## config.mk

```make
export PLATFORM = sky130hd
export DESIGN_NAME = mem_access_unit
export DESIGN_NICKNAME = d
export VERILOG_FILES = /design/src/rtl/mem_access_unit.sv
export SDC_FILE = /design/constraint.sdc
export NUM_CORES = 1
export LEC_CHECK = 0
export BUFFER_PORTS_ARGS = -buffer_cell sky130_fd_sc_hd__buf_2
export CELL_PAD_IN_SITES_DETAIL_PLACEMENT = 0
export CELL_PAD_IN_SITES_GLOBAL_PLACEMENT = 1
export CORE_MARGIN = 2
export CORE_UTILIZATION = 39
export DETAILED_ROUTE_END_ITERATION = 8
export PLACE_DENSITY_LB_ADDON = 0.1
export SYNTH_ARGS = -nofsm -noshare
export SYNTH_HDL_FRONTEND = slang
export SYNTH_SLANG_ARGS = --single-unit
```

## constraint.sdc

```tcl
create_clock -name iClk -period 3.84 [get_ports iClk]
set_input_delay 0.192 -clock iClk [delete_from_list [all_inputs] [get_ports iClk]]
set_output_delay 0.192 -clock iClk [all_outputs]
set_load 0.05 [all_outputs]
```

## src/rtl/mem_access_unit.sv

```systemverilog
// mem_access_unit: load/store initiator between the pipeline and a word-addressed
// data memory. Byte addresses become word addresses. Sub-word stores run as
// read-modify-write sequences, because the memory only writes whole words.
// Handshake rule for both request and response channels: a transfer happens on
// the rising edge where valid and ready are both high. The producer keeps valid
// and its payload stable until that edge.
module mem_access_unit #(
    parameter int P_MEM_WORDS = 4096
) (
    input  logic        iClk,
    input  logic        nRst,
    input  logic        iReqValid,
    output logic        oReqReady,
    input  logic        iReqWrite,
    input  logic [2:0]  iReqFunct3,
    input  logic [31:0] iReqAddr,
    input  logic [31:0] iReqWData,
    output logic        oRspValid,
    input  logic        iRspReady,
    output logic [31:0] oRspData,
    output logic        oRspErr,
    output logic        oMemEn,
    output logic        oMemReadnWrite,
    output logic [31:0] oMemAddr,
    output logic [31:0] oMemWData,
    input  logic [31:0] iMemRData,
    output logic [1:0]  oDbgState
);

    typedef enum logic [1:0] {
        S_IDLE = 2'd0,
        S_RD   = 2'd1,
        S_WR   = 2'd2,
        S_RESP = 2'd3
    } state_t;

    localparam logic [2:0]  F3_B  = 3'd0;
    localparam logic [2:0]  F3_H  = 3'd1;
    localparam logic [2:0]  F3_W  = 3'd2;
    localparam logic [2:0]  F3_BU = 3'd4;
    localparam logic [2:0]  F3_HU = 3'd5;
    localparam logic [31:0] MEM_WORDS = 32'(P_MEM_WORDS);

    state_t      state_q, state_d;
    logic [31:0] addr_q, addr_d;
    logic [2:0]  funct3_q, funct3_d;
    logic        write_q, write_d;
    logic [31:0] wdata_q, wdata_d;
    logic [31:0] rdata_q, rdata_d;      // captured read word, merged for sub-word stores
    logic [31:0] rsp_data_q, rsp_data_d;
    logic        err_q, err_d;

    logic        req_err;
    logic [31:0] word_addr;
    logic [7:0]  byte_sel;
    logic [15:0] half_sel;
    logic [31:0] load_val;
    logic [31:0] merged;
    logic        req_ready;

    assign word_addr = {2'b00, addr_q[31:2]};

    // Classify an incoming request: illegal funct3, misalignment or out-of-range word.
    always_comb begin
        req_err = 1'b0;
        if (iReqWrite) begin
            if (!(iReqFunct3 == F3_B || iReqFunct3 == F3_H || iReqFunct3 == F3_W)) req_err = 1'b1;
        end else begin
            if (!(iReqFunct3 == F3_B || iReqFunct3 == F3_H || iReqFunct3 == F3_W ||
                  iReqFunct3 == F3_BU || iReqFunct3 == F3_HU)) req_err = 1'b1;
        end
        if ((iReqFunct3 == F3_H || iReqFunct3 == F3_HU) && iReqAddr[0]) req_err = 1'b1;
        if (iReqFunct3 == F3_W && iReqAddr[1:0] != 2'b00) req_err = 1'b1;
        if ({2'b00, iReqAddr[31:2]} >= MEM_WORDS) req_err = 1'b1;
    end

    // Extract and extend the addressed byte/half of the read word for loads.
    always_comb begin
        case (addr_q[1:0])
            2'd0:    byte_sel = iMemRData[7:0];
            2'd1:    byte_sel = iMemRData[15:8];
            2'd2:    byte_sel = iMemRData[23:16];
            default: byte_sel = iMemRData[31:24];
        endcase
        half_sel = addr_q[1] ? iMemRData[31:16] : iMemRData[15:0];
        case (funct3_q)
            F3_B:    load_val = {{24{byte_sel[7]}}, byte_sel};
            F3_BU:   load_val = {24'h0, byte_sel};
            F3_H:    load_val = {{16{half_sel[15]}}, half_sel};
            F3_HU:   load_val = {16'h0, half_sel};
            F3_W:    load_val = iMemRData;
            default: load_val = 32'h0;
        endcase
    end

    // Merge store data into the read word for SB/SH; other bits keep the read value.
    always_comb begin
        merged = iMemRData;
        if (funct3_q == F3_B) begin
            case (addr_q[1:0])
                2'd0:    merged[7:0]   = wdata_q[7:0];
                2'd1:    merged[15:8]  = wdata_q[7:0];
                2'd2:    merged[23:16] = wdata_q[7:0];
                default: merged[31:24] = wdata_q[7:0];
            endcase
        end else if (funct3_q == F3_H) begin
            if (addr_q[1]) merged[31:16] = wdata_q[15:0];
            else           merged[15:0]  = wdata_q[15:0];
        end
    end

    // Next-state and output decode; memory is only driven in RD and WR.
    always_comb begin
        state_d    = state_q;
        addr_d     = addr_q;
        funct3_d   = funct3_q;
        write_d    = write_q;
        wdata_d    = wdata_q;
        rdata_d    = rdata_q;
        rsp_data_d = rsp_data_q;
        err_d      = err_q;
        req_ready      = 1'b0;
        oRspValid      = 1'b0;
        oMemEn         = 1'b0;
        oMemReadnWrite = 1'b1;
        oMemAddr       = 32'h0;
        oMemWData      = 32'h0;
        case (state_q)
            S_IDLE: begin
                req_ready = 1'b1;
                if (iReqValid) begin
                    addr_d     = iReqAddr;
                    funct3_d   = iReqFunct3;
                    write_d    = iReqWrite;
                    wdata_d    = iReqWData;
                    rsp_data_d = 32'h0;
                    err_d      = req_err;
                    if (req_err)                                state_d = S_RESP;
                    else if (iReqWrite && iReqFunct3 == F3_W)   state_d = S_WR;
                    else                                        state_d = S_RD;
                end
            end
            S_RD: begin
                oMemEn   = 1'b1;
                oMemAddr = word_addr;
                if (!write_q) begin
                    rdata_d    = iMemRData;
                    rsp_data_d = load_val;
                    state_d    = S_RESP;
                end else begin
                    rdata_d = merged;
                    state_d = S_WR;
                end
            end
            S_WR: begin
                oMemEn         = 1'b1;
                oMemReadnWrite = 1'b0;
                oMemAddr       = word_addr;
                oMemWData      = (funct3_q == F3_W) ? wdata_q : rdata_q;
                state_d        = S_RESP;
            end
            S_RESP: begin
                oRspValid = 1'b1;
                if (iRspReady) begin
                    state_d    = S_IDLE;
                    rsp_data_d = 32'h0;
                    err_d      = 1'b0;
                end
            end
            default: state_d = S_IDLE;
        endcase
    end

    // State and datapath registers with synchronous active-low reset.
    always_ff @(posedge iClk) begin
        if (!nRst) begin
            state_q    <= S_IDLE;
            addr_q     <= 32'h0;
            funct3_q   <= 3'h0;
            write_q    <= 1'b0;
            wdata_q    <= 32'h0;
            rdata_q    <= 32'h0;
            rsp_data_q <= 32'h0;
            err_q      <= 1'b0;
        end else begin
            state_q    <= state_d;
            addr_q     <= addr_d;
            funct3_q   <= funct3_d;
            write_q    <= write_d;
            wdata_q    <= wdata_d;
            rdata_q    <= rdata_d;
            rsp_data_q <= rsp_data_d;
            err_q      <= err_d;
        end
    end

    assign oReqReady = req_ready & nRst;
    assign oRspData  = rsp_data_q;
    assign oRspErr   = err_q;
    assign oDbgState = state_q;

endmodule

```

==> results of run 1 <==
==> report_power, final <==
group          internal, mW  total, mW  switching (mW)
registers              1.73       1.99           0.258
logic                 0.721       2.58            1.86
clock network          1.23       1.86           0.628
==> repair_timing <==
action,CTS,global route
setup buffers,0,0
endpoints found under the hold margin,22,0
hold buffers,22,0
==> registers in the layout, summed over array words and instances (netlist names) <==
| signal | cells |
|---|---|
| addr_q | 32 |
| funct3_q | 3 |
| oDbgState | 2 |
| oRspData | 32 |
| oRspErr | 1 |
| rdata_q | 32 |
| wdata_q | 32 |
| write_q | 1 |
==> cells by family after synthesis <==
logic type               Yosys count  synth area share (%)
adder cells (fa/ha/maj)            5                0.9671
buffers and inverters             76                 5.319
AND/OR/NAND/NOR                  344                 23.73
flip-flops                       135                 41.78
multiplexers                      25                 4.062
other                              1               0.05797
AO/OA/AOI/OAI                    259                 24.08
==> placed cells by master (no fill, tap or decap), types with 2 or more instances in the layout <==
master	count
a211oi_1	17
a21oi_1	134
a221oi_1	8
a222oi_1	7
and2_1	33
buf_2	204
buf_4	9
bufinv_16	6
clkbuf_16	17
clkinv_2	3
clkinv_4	2
clkinvlp_4	2
conb_1	2
dfxtp_1	135
dlygate4sd3_1	22
ha_1	5
inv_1	3
inv_2	2
mux2_2	7
mux2i_1	17
nand2_1	237
nand2b_1	5
nand3_1	3
nor2_1	39
nor2b_1	2
nor3_2	2
nor4_1	5
o211ai_1	4
o21ai_0	26
o21ai_1	16
o21ai_2	7
o22ai_1	16
o31ai_1	16
or4_4	2
==> metal layers <==
layer	vias to the layer above	GRT usage, %
met5	-	0
met4	0	7.527
met3	25	6.858
met2	245	38.05
met1	3051	33.05
li1	3301	-
==> tightest hold or removal path, delay by kind of cell <==
family                 cells  cell delay [ns]
buffers and inverters      1             0.10
AND/OR/NAND/NOR            1             0.05
AO/OA/AOI/OAI              1             0.05
==> layout make-up <==
cell class,count,area [um^2],share of cell area (%)
multi-input combinational,635,3443,40.80
sequential,135,2703,32.02
timing repair buffer,236,1329,15.74
clock buffer,18,439.2,5.204
tap,220,275.3,3.262
clock inverter,13,227.7,2.698
inverter,6,22.52,0.2669
==> final timing paths <==
kind	endpoint	slack [ns]	cells after the start	startpoint
worst min-delay path	wdata_q[23]	0.01	3	iReqWData[23]
worst max register to register	oRspData[18]	1.49	6	oDbgState[0]
worst max-delay path	oMemWData[3]	0.91	5	funct3_q[1]
worst min register to register	oRspData[24]	0.44	2	oRspData[24]
==> flow_summary_export.csv, run 1 <==
group,metric,value,unit
run_status,outcome,"complete, no violations",
critical_path,critPathCaptureType,"output port",
drt,wl_per_cell,17.07,um
clock_tree,cts_max_level,4,
drt,dr.max_layer_used,"met4",
sta,finalSetupTns,0,ns
logic_synthesis,synth.top_cell.area_share,41.78,%
logic_synthesis,synthArstFlopShare,0,%
grt,grt_max_degree,65,
logic_synthesis,syn_area,6469,um^2
layout,final_core_util,51.44,%
sta,hold_ws,0.01186,ns
drt,vias_per_cell,5.243,
clock_tree,cts_tree,"done",
critical_path,cp_num_buf_inv,2,
layout,nFillCells,1700,
place,port-buffer-count,204,
critical_path,slowest_stage,"nor3b_4",
drt,drt_first_pass_iters,5,
logic_synthesis,synth_most_common_cell,"nand2_1",
die,initial_core_util,39.43,%
layout,layoutNonFillerInstCount,1263,
grt,grt_overflow,0,
clock_tree,root_buffer,"clkbuf_16",
layout,final_area,8439,um^2
logic_synthesis,synth.distinct_cells,55,
drt,met1_length,9.925,mm
critical_path,crit_required,3.65,ns
drt,remaining_drc_errors,0,
place,dp_hpwl,15.30,mm
logic_synthesis,synth_flop_cell,"dfxtp_1",
critical_path,cp_top_family,"simple AND/OR/NAND/NOR gates",
drt,routed_wl,21.56,mm
die,die_height,132.8,um
logic_synthesis,synth_seq_area_share,41.78,%
clock_tree,cts.repair.resized,0,
critical_path,max_stage_delay,0.77,ns
critical_path,cp_cell_sequence,"nor3b_4 > buf_12 > nand2_1 > a21oi_1 > buf_2",
drt,drtIter0Drc,538,
clock_tree,cts_buffer_depth,2,
die,ios,207,
place,place_ws,1.357,ns
clock_tree,cts_made_buffers,17,
logic_synthesis,ys_seq_elements,135,
sta,fmax,0.3418,GHz
sta,rsz0062_at_grt,"false",
pwr,power_density,761.0,nW/um^2
clock_tree,clk_latency,0.42,ns
grt,grt_pass1_wl,34.05,mm
sta,slew_violations,0,
hold_path,hold_path.class,"input pin to register",
logic_synthesis,avgSynthCellArea,7.655,um^2
layout,diodes,0,
logic_synthesis,synth_warnings,0,
sta,max-slew-margin-rel,24.68,%
logic_synthesis,netlist_top_cells_area,"dfxtp_1 (42%), nand2_1 (14%), a21oi_1 (10%)",
sta,period_share,76.20,%
die,dieWidth,132.8,um
drt,vias,6622,
critical_path,worstPathArrival,2.73,ns
die,coreArea,16410,um^2
pwr,p_leak,3.634,nW
sta,worst_pin_slew,1.124,ns
drt,met2_length,9.670,mm
sta,period_minus_slack,2.926,ns
job,cap_violations,0,
grt,antenna_found_initial,0,
die,rows,47,
critical_path,worst-setup-path-type,"register to output port",
grt,first_global_vias,6213,
layout,drive_above_1_share,26.75,%
sta,final_hold_viol_count,0,
drt,dr_wl_met3,1.549,mm
grt,track_usage,24.47,%
clock_tree,clock_sinks,135,
logic_synthesis,yosysTopAreaCell,"dfxtp_1",
critical_path,crit_fanout,27,
sta,setup_viol,0,
sta,finalClockSkew,0.006991,ns
clock_tree,path_clk_slew,0.06,ns
place,gp_congestion,0.8634,
logic_synthesis,synth_edf_count,0,
place,place_inst,1210,
logic_synthesis,yosys-top-cells-count,"nand2_1 (238), dfxtp_1 (135), a21oi_1 (134)",
pwr,finalPower,6.422,mW
sta,finalWorstSetupSlack,0.9141,ns
layout,nets,1140,
logic_synthesis,synthCells,845,
die,die-area,17630,um^2
pwr,ir_drop,470.7,uV
critical_path,startpoint_type,"register",
layout,syn_to_final_growth,30.46,%
place,postPlaceCellArea,7552,um^2
drt,postRouteAntennaNets,0,
No activity file was read; power rests on OpenSTA's default activity.
==> inputs of run 2 (changes only) <==
--- a/config.mk
+++ b/config.mk
@@ -9,7 +9,7 @@
 export CELL_PAD_IN_SITES_DETAIL_PLACEMENT = 0
 export CELL_PAD_IN_SITES_GLOBAL_PLACEMENT = 1
 export CORE_MARGIN = 2
-export CORE_UTILIZATION = 39
+export CORE_UTILIZATION = 33
 export DETAILED_ROUTE_END_ITERATION = 8
 export PLACE_DENSITY_LB_ADDON = 0.1
 export SYNTH_ARGS = -nofsm -noshare
==> constraint.sdc (replaced) <==
create_clock -name iClk -period 2.5 [get_ports iClk]
set_input_delay 0.125 -clock iClk [delete_from_list [all_inputs] [get_ports iClk]]
set_output_delay 0.125 -clock iClk [all_outputs]
set_load 0.05 [all_outputs]
==> run 2 against run 1 <==
Non-clock buffer count is 58 higher. Via count up 3.6%. Utilization fell by 4.6 points. Worst setup slack worse by 0.77 ns. Global-route usage fell by 1.4 points. Critical endpoint is now oMemWData[1].
==> flow_summary_export.csv, run 2 (same netlist as run 1, synthesis figures left out) <==
group,metric,value,unit
run_status,outcome,"complete, no violations",
critical_path,crit_fanout,35,
drt,postRouteAntennaNets,0,
sta,period_minus_slack,2.355,ns
layout,final_core_util,46.81,%
clock_tree,cts_tree,"done",
sta,finalWorstSetupSlack,0.1455,ns
clock_tree,cts_made_buffers,17,
grt,use_met3,5.861,%
grt,met2_usage,36.54,%
clock_tree,path_clk_slew,0.06,ns
die,dieWidth,144.0,um
clock_tree,cts_buffer_depth,2,
sta,slew_violations,0,
pwr,switching_share,43.09,%
drt,drtIter0Drc,392,
place,place_ws,0.4238,ns
drt,vias,6860,
drt,drt_first_pass_iters,7,
critical_path,startpoint_type,"register",
layout,diodes,0,
clock_tree,cts.repair.resized,0,
sta,max-slew-margin-rel,24.15,%
sta,worst_pin_slew,1.132,ns
pwr,p_int,5.673,mW
sta,finalSetupTns,0,ns
layout,drive_above_1_share,26.41,%
die,coreArea,19330,um^2
grt,track_usage,23.05,%
place,place_inst,1267,
place,port-buffer-count,204,
die,die_height,144.0,um
sta,final_hold_viol_count,0,
drt,routed_wl,23.63,mm
job,cap_violations,0,
pwr,finalPower,9.969,mW
drt,wl_per_cell,17.29,um
sta,fmax,0.4247,GHz
pwr,power_density,1102,nW/um^2
sta,finalClockSkew,0.007900,ns
clock_tree,clock_sinks,135,
grt,use_met1,31.02,%
place,gp_congestion,0.7881,
critical_path,crit_required,2.38,ns
die,die-area,20740,um^2
critical_path,critPathCaptureType,"output port",
critical_path,worstPathArrival,2.23,ns
hold_path,hold_path.class,"input pin to register",
grt,grt_overflow,0,
drt,vias_per_cell,5.018,
layout,nets,1198,
sta,setup_viol,0,
layout,mostFrequentLayoutCells,"nand2_1 (237), buf_2 (204), dfxtp_1 (135), a21oi_1 (134), dlygate4sd3_1 (68)",
layout,layoutNonFillerInstCount,1367,
sta,period_share,94.18,%
drt,remaining_drc_errors,0,
pwr,pwr-share-clk,27.7,%
clock_tree,cts_max_level,4,
clock_tree,root_buffer,"clkbuf_16",
pwr,pwr-share-seq,30.4,%
sta,rsz0062_at_grt,"false",
clock_tree,clk_latency,0.42,ns
pwr,ir_drop,779.9,uV
pwr,switchingPower,4.296,mW
layout,syn_to_final_growth,39.90,%
grt,top_usage_layer,"met2",
place,dp_hpwl,16.47,mm
die,initial_core_util,33.46,%
die,ios,207,
grt,antenna_found_initial,0,
pwr,p_comb_share,41.9,%
die,rows,51,
grt,grt_pass1_wl,36.65,mm
layout,layout_commonest_cell,"nand2_1",
pwr,p_leak,3.888,nW
grt,grt_max_degree,76,
grt,first_global_vias,6612,
critical_path,worst-setup-path-type,"register to output port",
[run 2: cell count changes in the layout (fill, tap and decap cells not counted)]
| cell | change |
|---|---|
| bufinv_16 | -1 |
| dlygate4sd3_1 | +46 |
| clkbuf_1 | +1 |
| clkinv_2 | +1 |
| buf_4 | +10 |
| buf_12 | +2 |
[run 2: routing by layer]
metal | vias up | wire length, um
li1 | 3422 | -
met1 | 3175 | 10610
met2 | 236 | 10880
met3 | 27 | 1780
met4 | 0 | 361
met5 | - | 0
[run 2: stage by stage]
step	hold WS, ns	instance area (um^2)
floorplan	0.2610	6472
global placement	0.3687	7724
detailed placement	0.3696	7724
CTS	0.03459	9050
global route	0.04604	9050
finish	0.05284	9050
[run 2: critical path, cell delays in order, from the launching register on]
cell and delay (ns):
dfxtp_1 0.55, nor3b_4 0.27, buf_4 0.38, nand2_1 0.10, a21oi_1 0.19, buf_2 0.30
[run 2: area by class of cell]
class,count,area (um^2)
Timing Repair Buffer,294,1904
Tap cell,265,331.6
Clock buffer,19,442.9
Inverter,6,22.52
Multi-Input combinational cell,635,3443
Clock inverter,13,202.7
Fill cell,1996,10280
Sequential cell,135,2703
[run 2: worst paths after layout]
check / from / endpoint / slack, ns / depth (start not counted)
worst min-delay path: iMemRData[9] / rdata_q[9] / 0.05 / 3
worst min register to register: oRspData[28] / oRspData[28] / 0.44 / 2
worst max register to register: addr_q[1] / oRspData[18] / 0.36 / 5
worst max-delay path: funct3_q[1] / oMemWData[1] / 0.15 / 5
[run 2: repair_timing]
item                      in CTS  in global routing
hold buffers                  68                  0
hold endpoints to repair      68                  0
setup buffers                  0                  0
[run 2: power by group through the flow]
stage	sequential [mW]	combinational, mW	clock, mW
after floorplan	3.28	2.73	0
after global placement	3.07	4.11	0
after detailed placement	3.07	4.09	0
after CTS	3.02	4.18	2.82
after global routing	3.10	4.58	2.91
final	3.03	4.18	2.76
==> inputs of run 3 (changes only) <==
--- a/config.mk
+++ b/config.mk
@@ -8,7 +8,6 @@
 export BUFFER_PORTS_ARGS = -buffer_cell sky130_fd_sc_hd__buf_2
 export CELL_PAD_IN_SITES_DETAIL_PLACEMENT = 0
 export CELL_PAD_IN_SITES_GLOBAL_PLACEMENT = 1
-export CORE_MARGIN = 2
 export CORE_UTILIZATION = 33
 export DETAILED_ROUTE_END_ITERATION = 8
 export PLACE_DENSITY_LB_ADDON = 0.1
==> constraint.sdc (replaced) <==
create_clock -name iClk -period 2.1 [get_ports iClk]
set_input_delay 0.105 -clock iClk [delete_from_list [all_inputs] [get_ports iClk]]
set_output_delay 0.105 -clock iClk [all_outputs]
set_load 0.05 [all_outputs]
==> run 3 against run 2 <==
Clock power increased by 13%. Clock skew increased by 0.0036 ns. Via count decreased by 0.55%. Utilization increased by 2.2 points. Die area decreased by 2.8%. Sequential cell count unchanged. Total power increased by 20%. Critical path type unchanged.
==> flow_summary_export.csv, run 3 (same netlist as run 1, synthesis figures left out) <==
group,metric,value,unit
layout,mostFrequentLayoutCells,"nand2_1 (237), buf_2 (189), dfxtp_1 (130), a21oi_1 (122), dlygate4sd3_1 (68)",
pwr,p_leak,3.933,nW
critical_path,cp_top_family,"buffers and inverters",
layout,layout_commonest_cell,"nand2_1",
grt,grt_overflow,0,
drt,wl_per_cell,17.13,um
critical_path,rrSetupSlack,0.24,ns
drt,drtIter0Drc,415,
layout,final_area,9281,um^2
place,dp_hpwl,16.40,mm
sta,finalClockSkew,0.01155,ns
critical_path,worstReg2RegEnd,"oRspData[10]",
sta,slew_violations,0,
place,port-buffer-count,204,
pwr,finalPower,12.00,mW
clock_tree,root_buffer,"clkbuf_16",
grt,grt_max_degree,86,
drt,postRouteAntennaNets,0,
clock_tree,cts_buffer_depth,2,
place,postPlaceCellArea,7894,um^2
die,dieWidth,142.0,um
pwr,ir_drop,753.7,uV
hold_path,hold_path.class,"input pin to register",
sta,fmax,0.4954,GHz
clock_tree,clk_latency,0.42,ns
critical_path,cp_num_buf_inv,2,
layout,diodes,0,
critical_path,r2r-start,"addr_q[1]",
place,place_inst,1271,
drt,vias,6822,
drt,drt_first_pass_iters,5,
die,ios,207,
pwr,power_density,1293,nW/um^2
die,initial_core_util,34.13,%
clock_tree,cts_tree,"done",
critical_path,max_stage_delay,0.43,ns
die,rows,50,
place,gp_congestion,0.8713,
critical_path,crit_required,2.00,ns
die,coreArea,18960,um^2
sta,finalSetupTns,0,ns
clock_tree,cts_max_level,4,
sta,period_minus_slack,2.019,ns
grt,grt_pass1_wl,36.35,mm
critical_path,critPathCapture,"oMemWData[10]",
layout,syn_to_final_growth,43.48,%
critical_path,cp_cell_sequence,"nor3b_4 > buf_6 > nand2_1 > a21oi_1 > buf_4",
die,die_height,142.0,um
grt,first_global_vias,6456,
layout,layoutNonFillerInstCount,1371,
sta,setup_viol,0,
clock_tree,cts_made_buffers,17,
critical_path,startpoint,"funct3_q[1]",
critical_path,r2r_cells,4,
critical_path,crit_fanout,13,
sta,final_hold_viol_count,0,
critical_path,worstPathArrival,1.91,ns
drt,remaining_drc_errors,0,
layout,drive_above_1_share,28.53,%
critical_path,slowest_stage,"dfxtp_4",
clock_tree,path_clk_slew,0.06,ns
grt,track_usage,23.51,%
run_status,outcome,"complete, no violations",
grt,antenna_found_initial,0,
job,cap_violations,0,
layout,nets,1208,
drt,vias_per_cell,4.976,
sta,worst_pin_slew,0.6964,ns
layout,nFillCells,1936,
critical_path,critPathCaptureType,"output port",
drt,routed_wl,23.49,mm
critical_path,worst-setup-path-type,"register to output port",
sta,max-slew-margin-rel,53.42,%
critical_path,startpoint_type,"register",
sta,period_share,96.13,%
die,die-area,20170,um^2
critical_path,crit_cells,5,
clock_tree,clock_sinks,135,
## run 3: worst min path at each step
stage	cells after the start	startpoint	slack (ns)	end
global placement	3	iReqAddr[12]	0.35	addr_q[12]
floorplan	2	iReqAddr[10]	0.24	addr_q[10]
finish	3	iMemRData[21]	0.01	oRspData[21]
global route	3	iMemRData[3]	0.02	oRspData[3]
CTS	3	iMemRData[4]	0.007	rdata_q[4]
detailed placement	3	iReqAddr[12]	0.35	addr_q[12]
## run 3: layer usage
layer / track usage [%] / vias up / routed length [um]
met5: 0 / - / 0
met2: 39.53 / 208 / 11350
met4: 5.320 / 0 / 245
met3: 5.653 / 12 / 1313
met1: 30.32 / 3181 / 10580
li1: - / 3421 / -
## run 3: timing repair
action,in CTS,in global routing
resized for setup,9,20
hold endpoints to repair,68,0
hold buffers,68,0
buffers inserted,0,1
endpoints found under the setup margin,32,38
pin swaps,0,1
## run 3: cell type report
cell class	count	area, um^2	share of cell area, %
multi-input combinational	635	3530	38.03
sequential	135	2711	29.21
timing repair buffer	304	2083	22.45
clock buffer	24	491.7	5.298
tap	260	325.3	3.505
clock inverter	7	117.6	1.267
inverter	6	22.52	0.2427
## run 3: through the flow
stage	utilization [%]	setup slack, ns	hold slack (ns)
after floorplan	-	0.08286	0.2410
after global placement	41.64	0.2273	0.3467
after detailed placement	41.64	0.1889	0.3504
after CTS	48.57	-0.003817	0.006683
after global routing	48.96	-0.005746	0.02212
final	48.96	0.08135	0.01392
## run 3: power breakdown
group	switching, mW	internal (mW)	total [mW]
clock	1.12	1.99	3.11
sequential	0.447	3.17	3.61
combinational	3.62	1.66	5.28
## run 3: worst min-delay path, stage by stage
cell      delay, ns
buf_2          0.12
a211oi_1       0.07
o21ai_1        0.10
